`src/rtl/serial_sub_ctrl.sv`:
```
// Bit-serial subtractor: one bit per clock, LSB first, through a full
// subtractor; results latch once per operation when the last bit retires.
module serial_sub_ctrl #(
    parameter int WIDTH = 8
) (
    input  logic             clk,
    input  logic             rst,
    input  logic             start,
    input  logic [WIDTH-1:0] a,
    input  logic [WIDTH-1:0] b,
    output logic             busy,
    output logic             done,
    output logic [WIDTH-1:0] diff,
    output logic             bout,
    output logic             zero
);

    localparam int CW = $clog2(WIDTH) + 1;

    localparam logic [1:0] IDLE = 2'd0;
    localparam logic [1:0] RUN  = 2'd1;
    localparam logic [1:0] DONE = 2'd2;

    localparam logic [CW-1:0] LAST = CW'(WIDTH - 1);

    logic [1:0]       state;
    logic [CW-1:0]    cnt;
    logic [WIDTH-1:0] a_sh;
    logic [WIDTH-1:0] b_sh;
    logic [WIDTH-1:0] d_sh;
    logic             brw;

    logic             x;
    logic             y;
    logic             hd;
    logic             d_bit;
    logic             b_next;
    logic [WIDTH-1:0] d_new;

    // Two half subtractors chained through the borrow flop.
    always_comb begin
        x      = a_sh[0];
        y      = b_sh[0];
        hd     = x ^ y;
        d_bit  = hd ^ brw;
        b_next = (~x & y) | (~hd & brw);
        d_new  = {d_bit, d_sh[WIDTH-1:1]};
    end

    always_ff @(posedge clk) begin
        if (rst) begin
            state <= IDLE;
            cnt   <= '0;
            a_sh  <= '0;
            b_sh  <= '0;
            d_sh  <= '0;
            brw   <= 1'b0;
            diff  <= '0;
            bout  <= 1'b0;
            zero  <= 1'b1;
        end else begin
            unique case (state)
                IDLE: begin
                    if (start) begin
                        a_sh  <= a;
                        b_sh  <= b;
                        d_sh  <= '0;
                        brw   <= 1'b0;
                        cnt   <= '0;
                        state <= RUN;
                    end
                end
                RUN: begin
                    a_sh <= a_sh >> 1;
                    b_sh <= b_sh >> 1;
                    d_sh <= d_new;
                    brw  <= b_next;
                    cnt  <= cnt + CW'(1);
                    if (cnt == LAST) begin
                        diff  <= d_new;
                        bout  <= b_next;
                        zero  <= (d_new == '0);
                        state <= DONE;
                    end
                end
                DONE: state <= IDLE;
                default: state <= IDLE;
            endcase
        end
    end

    assign busy = (state != IDLE);
    assign done = (state == DONE);

endmodule

```
`config.mk`:
```
export PLATFORM = sky130hd
export DESIGN_NAME = serial_sub_ctrl
export DESIGN_NICKNAME = d
export VERILOG_FILES = /design/src/rtl/serial_sub_ctrl.sv
export SDC_FILE = /design/constraint.sdc
export NUM_CORES = 1
export LEC_CHECK = 0
export CORE_MARGIN = 4
export CORE_UTILIZATION = 54
export DETAILED_ROUTE_END_ITERATION = 10
export PLACE_DENSITY = 0.92
export SYNTH_ARGS = -nofsm -noshare
export SYNTH_HDL_FRONTEND = slang
export SYNTH_SLANG_ARGS = --single-unit
```
`constraint.sdc`:
```
create_clock -name clk -period 1.83 [get_ports clk]
set_input_delay 0.366 -clock clk [delete_from_list [all_inputs] [get_ports clk]]
set_output_delay 0.366 -clock clk [all_outputs]
set_load 0.01 [all_outputs]
```
# Yosys cells after proc, flatten, opt, wreduce, memory -nomap -nowiden
# Cells that the tools add are included.
classes:
  muxes: 13
  eq_ne: 5
  bitwise_logic: 7
  n_reduce_logical: 7
  add_sub_neg: 1
op_table:
  columns: ["op", "count"]
  rows:
  - ["$pmux 8 s2", 3]
  - ["$mux 8", 3]
  - ["$logic_not 8->1", 1]
  - ["$pmux 4 s2", 1]
  - ["$reduce_and 2->1", 3]
  - ["$add 4x1->4 const B", 1]
  - ["$eq 4x3->1 const B", 1]
  - ["$mux 2", 2]
  - ["$mux 4", 1]
  - ["$ne 2x2->1 const B", 2]
  - ["$pmux 2 s2", 1]
  - ["$reduce_bool 2->1", 2]
  - ["$and 1x1->1", 2]
  - ["$eq 2x1->1 const B", 1]
  - ["$eq 2x2->1 const B", 1]
  - ["$logic_not 2->1", 1]
  - ["$not 1->1", 2]
  - ["$pmux 1 s2", 1]
  - ["$xor 1x1->1", 2]
  - ["$mux 1", 1]
  - ["$or 1x1->1", 1]
totals:
  inputBits: 19
  register_bits: 41
  out_inout_bits: 12
  word_cells: 42

# Logic depth before layout (Yosys ltp)
logic_depth:
  ltp_word: 5
  ltp_mapped: 5
  ltp_nobuf: 5

# Worst setup path before layout
# No wires, ideal clock.
synth_timing:
  path_kind: "register to output"
  startpoint: "reg state[1]"
  endpoint: "out done"
  stages_incl_launch_ff: 4
  t_required_ps: 1464
  arrival_ps: 869
  setup_slack_ps: 595
  n_path_buf: 1
  cell_sequence: "dfxtp_1 inv_1 clkbuf_1 nor2_1"
synth_between:
  elab_chain_len: 1
synth_rtl:
  columns: ["element", "line", "text"]
  rows:
  - ["start: declaration", "26", "logic [1:0] state;"]
  - ["start signal: assignment", "52", "state <= IDLE;"]
  - ["start signal: assignment", "70", "state <= RUN;"]
  - ["start signal: assignment", "83", "state <= DONE;"]
  - ["$eq 2x2->1", "93", "assign done = (state == DONE);"]
  - ["end: declaration", "12", "output logic done,"]
# Every way passes these cells.

# Worst setup path after layout
layout_timing:
  startpoint: "reg state[1]"
  endpoint: "out busy"
layout_between:
  elab_chain_len: 1
layout_rtl:
  columns: ["element", "line", "text"]
  rows:
  - ["$reduce_bool 2->1", "92", "assign busy = (state != IDLE);"]
  - ["end: declaration", "11", "output logic busy,"]
# Every way passes these cells.

==> flow_metrics.env <==
export IMPL_status="completed"
export IMPL_p_leak_nw=0.766
export IMPL_area_growth_synth_to_final_pct=26.2
export IMPL_first_global_vias=1470
export IMPL_wire_per_inst_um=15.3
export IMPL_gp_congestion=0.817
export IMPL_required_ns=1.46
export IMPL_synth_ff_type="dfxtp_1"
export IMPL_dp_hpwl_um=2790
export IMPL_startpoint_type="flop"
export IMPL_ir_drop_v=0.000624
export IMPL_postLayoutCellArea_sq_um=2090
export IMPL_ios=31
export IMPL_cts_resized=3
export IMPL_cpMaxStageDelayCell="clkdlybuf4s50_1"
export IMPL_async_flop_share_pct=0
export IMPL_synth_fa_ha_area_share_pct=1.96
export IMPL_synth_mux_area_share_pct=0
export IMPL_finalMaxSlewViolations=0
export IMPL_grt_overflow=0
export IMPL_fmax_ghz=0.566
export IMPL_htreeDepth=2
export IMPL_maxCapViolCount=0
export IMPL_syn_area_sq_um=1660
export IMPL_grt_first_pass_wirelength_um=6610
export IMPL_synth_top_family_by_area="compound AO/OA/AOI/OAI gates"
export IMPL_cts_buffers_inserted=5
export IMPL_die_width_um=63.4
export IMPL_synth_compound_area_share_pct=30.0
export IMPL_critPathTopFamily="buffers and inverters"
export IMPL_path_cells="nor2_2, inv_1, clkdlybuf4s50_1"
export IMPL_worstSetupPathType="reg2out"
export IMPL_relSlewSlack_pct=75.8
export IMPL_cts_sinks=40
export IMPL_cts_root_buf="clkbuf_4"
export IMPL_cts_setup_buffers=0
export IMPL_nFillCells=217
export IMPL_finalNetCount=245
export IMPL_ys_types=34
export IMPL_via_per_inst=6.21
export IMPL_p_per_area_nw_per_um2=814
export IMPL_arrival_ns=1.40
export IMPL_cpPeakStageDelay_ns=0.47
export IMPL_path_buf_inv=2
export IMPL_clk_pin_slew_worst_paths_ns=0.12
export IMPL_core_area_sq_um=2850
export IMPL_synth_nets=212
export IMPL_ant_nets=0
export IMPL_period_minus_slack_ns=1.77
export IMPL_drc=0
export IMPL_hold_buffers=0
export IMPL_finalSetupTns_ns=0
export IMPL_chipHeight_um=63.4
export IMPL_rsz0062_at_grt="no"
export IMPL_multiInputGateArea_sq_um=761
export IMPL_holdWs_ns=0.480
export IMPL_antenna_found_initial=0
export IMPL_start_util_pct=58.1
export IMPL_drive_above_1_share_pct=10.7
export IMPL_syn_area_per_cell_sq_um=8.68
export IMPL_via_count=1589
export IMPL_dpl_cell_area_sq_um=2000
export IMPL_register_area_sq_um=808
export IMPL_postSynthCellCount=191
export IMPL_placementRows=19
export IMPL_cp_end_kind="primary output"
export IMPL_drt_iter0_markers=101
export IMPL_netlist_top_cells_area="dfxtp_1, a21oi_1, o21ai_0"
export IMPL_dieArea_sq_um=4020
export IMPL_hold_viol_final=0
export IMPL_ys_warnings_count=0
export IMPL_crit_path_max_fanout=7
export IMPL_clock_latency_ns=0.34
export IMPL_final_common_cell="dfxtp_1"
export IMPL_hp_class="reg2reg"
export IMPL_setup_viol=0
export IMPL_synth_seq_area_share_pct=48.3
export IMPL_synth_top_cell_area_share_pct=48.3
export IMPL_grtUsageTotal_pct=20.4
export IMPL_cts_tree="built"
export IMPL_tightest_slew_ns=0.363
export IMPL_synth_seq_cells=40
export IMPL_synth_simple_area_share_pct=13.8
export IMPL_wl_um=3930
export IMPL_grt_max_degree=21
export IMPL_synth_edf_count=0
export IMPL_clock_skew_ns=0.0170
export IMPL_synth_top_area_cell="dfxtp_1"
export IMPL_cts_max_path_buffers=2
export IMPL_min_period_over_period_pct=96.6
export IMPL_diodes=0
export IMPL_place_port_buffers=30
export IMPL_dr_pass1_iters=4
export IMPL_yosys_area_share_xor_xnor_pct=0
export IMPL_layout_common_cells="dfxtp_1, clkdlybuf4s50_1, nor2_1, a21oi_1, o21ai_0"
-- logic make-up after synthesis --
| logic type | count (synthesis) |
|---|---|
| AOI/OAI and AO/OA | 78 |
| and+or+nand+nor | 50 |
| DFF | 40 |
| buffers and inverters | 21 |
| adders and majority gates | 2 |
-- per-layer routing --
layer,global-route usage [%],vias to the layer above,routed length (um)
li1,-,764,-
met1,25.7,758,1640
met2,33.9,57,1980
met3,4.44,10,223
met4,7.82,0,84
met5,0,-,0
-- final cells by class --
cell class | instances | share of cell area [%]
Sequential cell | 40 | 38.6
Multi-Input combinational cell | 130 | 36.4
Timing Repair Buffer | 41 | 18.4
Clock buffer | 6 | 1.97
Tap cell | 31 | 1.85
Clock inverter | 2 | 1.67
Inverter | 6 | 1.08
-- cells in the mapped netlist, drive strengths merged (2+ instances only) --
cell type and number:
nand2 4, o2bb2ai 11, nand3 11, buf 11, a211oi 2, clkbuf 4, a32oi 2, nor4 2
a22oi 8, a21oi 23, o21ai 22, o22ai 3, nor2 25, inv 6, nand2b 2, dfxtp 40
-- report_power, final --
group	switching, mW	internal [mW]	total, mW	leakage, nW
clock network	0.269	0.287	0.556	0.0422
logic	0.112	0.104	0.216	0.396
registers	0.0250	0.906	0.931	0.328
-- path summary, 6_finish.rpt --
check / cells past startpoint / end / slack, ns / from
worst max-delay path: 3 / busy / 0.06 / state[1]$_SDFFE_PP0P_
worst min-delay path: 2 / diff[4]$_SDFFE_PP0P_ / 0.48 / diff[4]$_SDFFE_PP0P_
worst max register to register: 5 / diff[0]$_SDFFE_PP0P_ / 0.32 / cnt[0]$_SDFFE_PP0P_
worst min register to register: 2 / diff[4]$_SDFFE_PP0P_ / 0.48 / diff[4]$_SDFFE_PP0P_
-- per-stage QoR --
step                setup WS [ns]  std cells  power (mW)  util, %
finish                     0.0628        256        1.70     73.3
global route               0.0155        256        1.78     73.3
CTS                        0.0101        256        1.71     73.1
detailed placement          0.193        248        1.16     70.2
global placement            0.301        248        1.16     70.2
floorplan                   0.595        191        1.08        -
-- registers in the layout, summed over array words and instances (netlist names) --
register,cells
brw,1
zero,1
cnt,4
d_sh,7
a_sh,8
state,2
b_sh,8
bout,1
diff,8
-- tightest hold or removal path: cells and delay by family, from the launching register on --
kind            cells  cell delay [ns]
flops               1             0.32
compound gates      2             0.12
No activity file was read; power rests on OpenSTA's default activity.
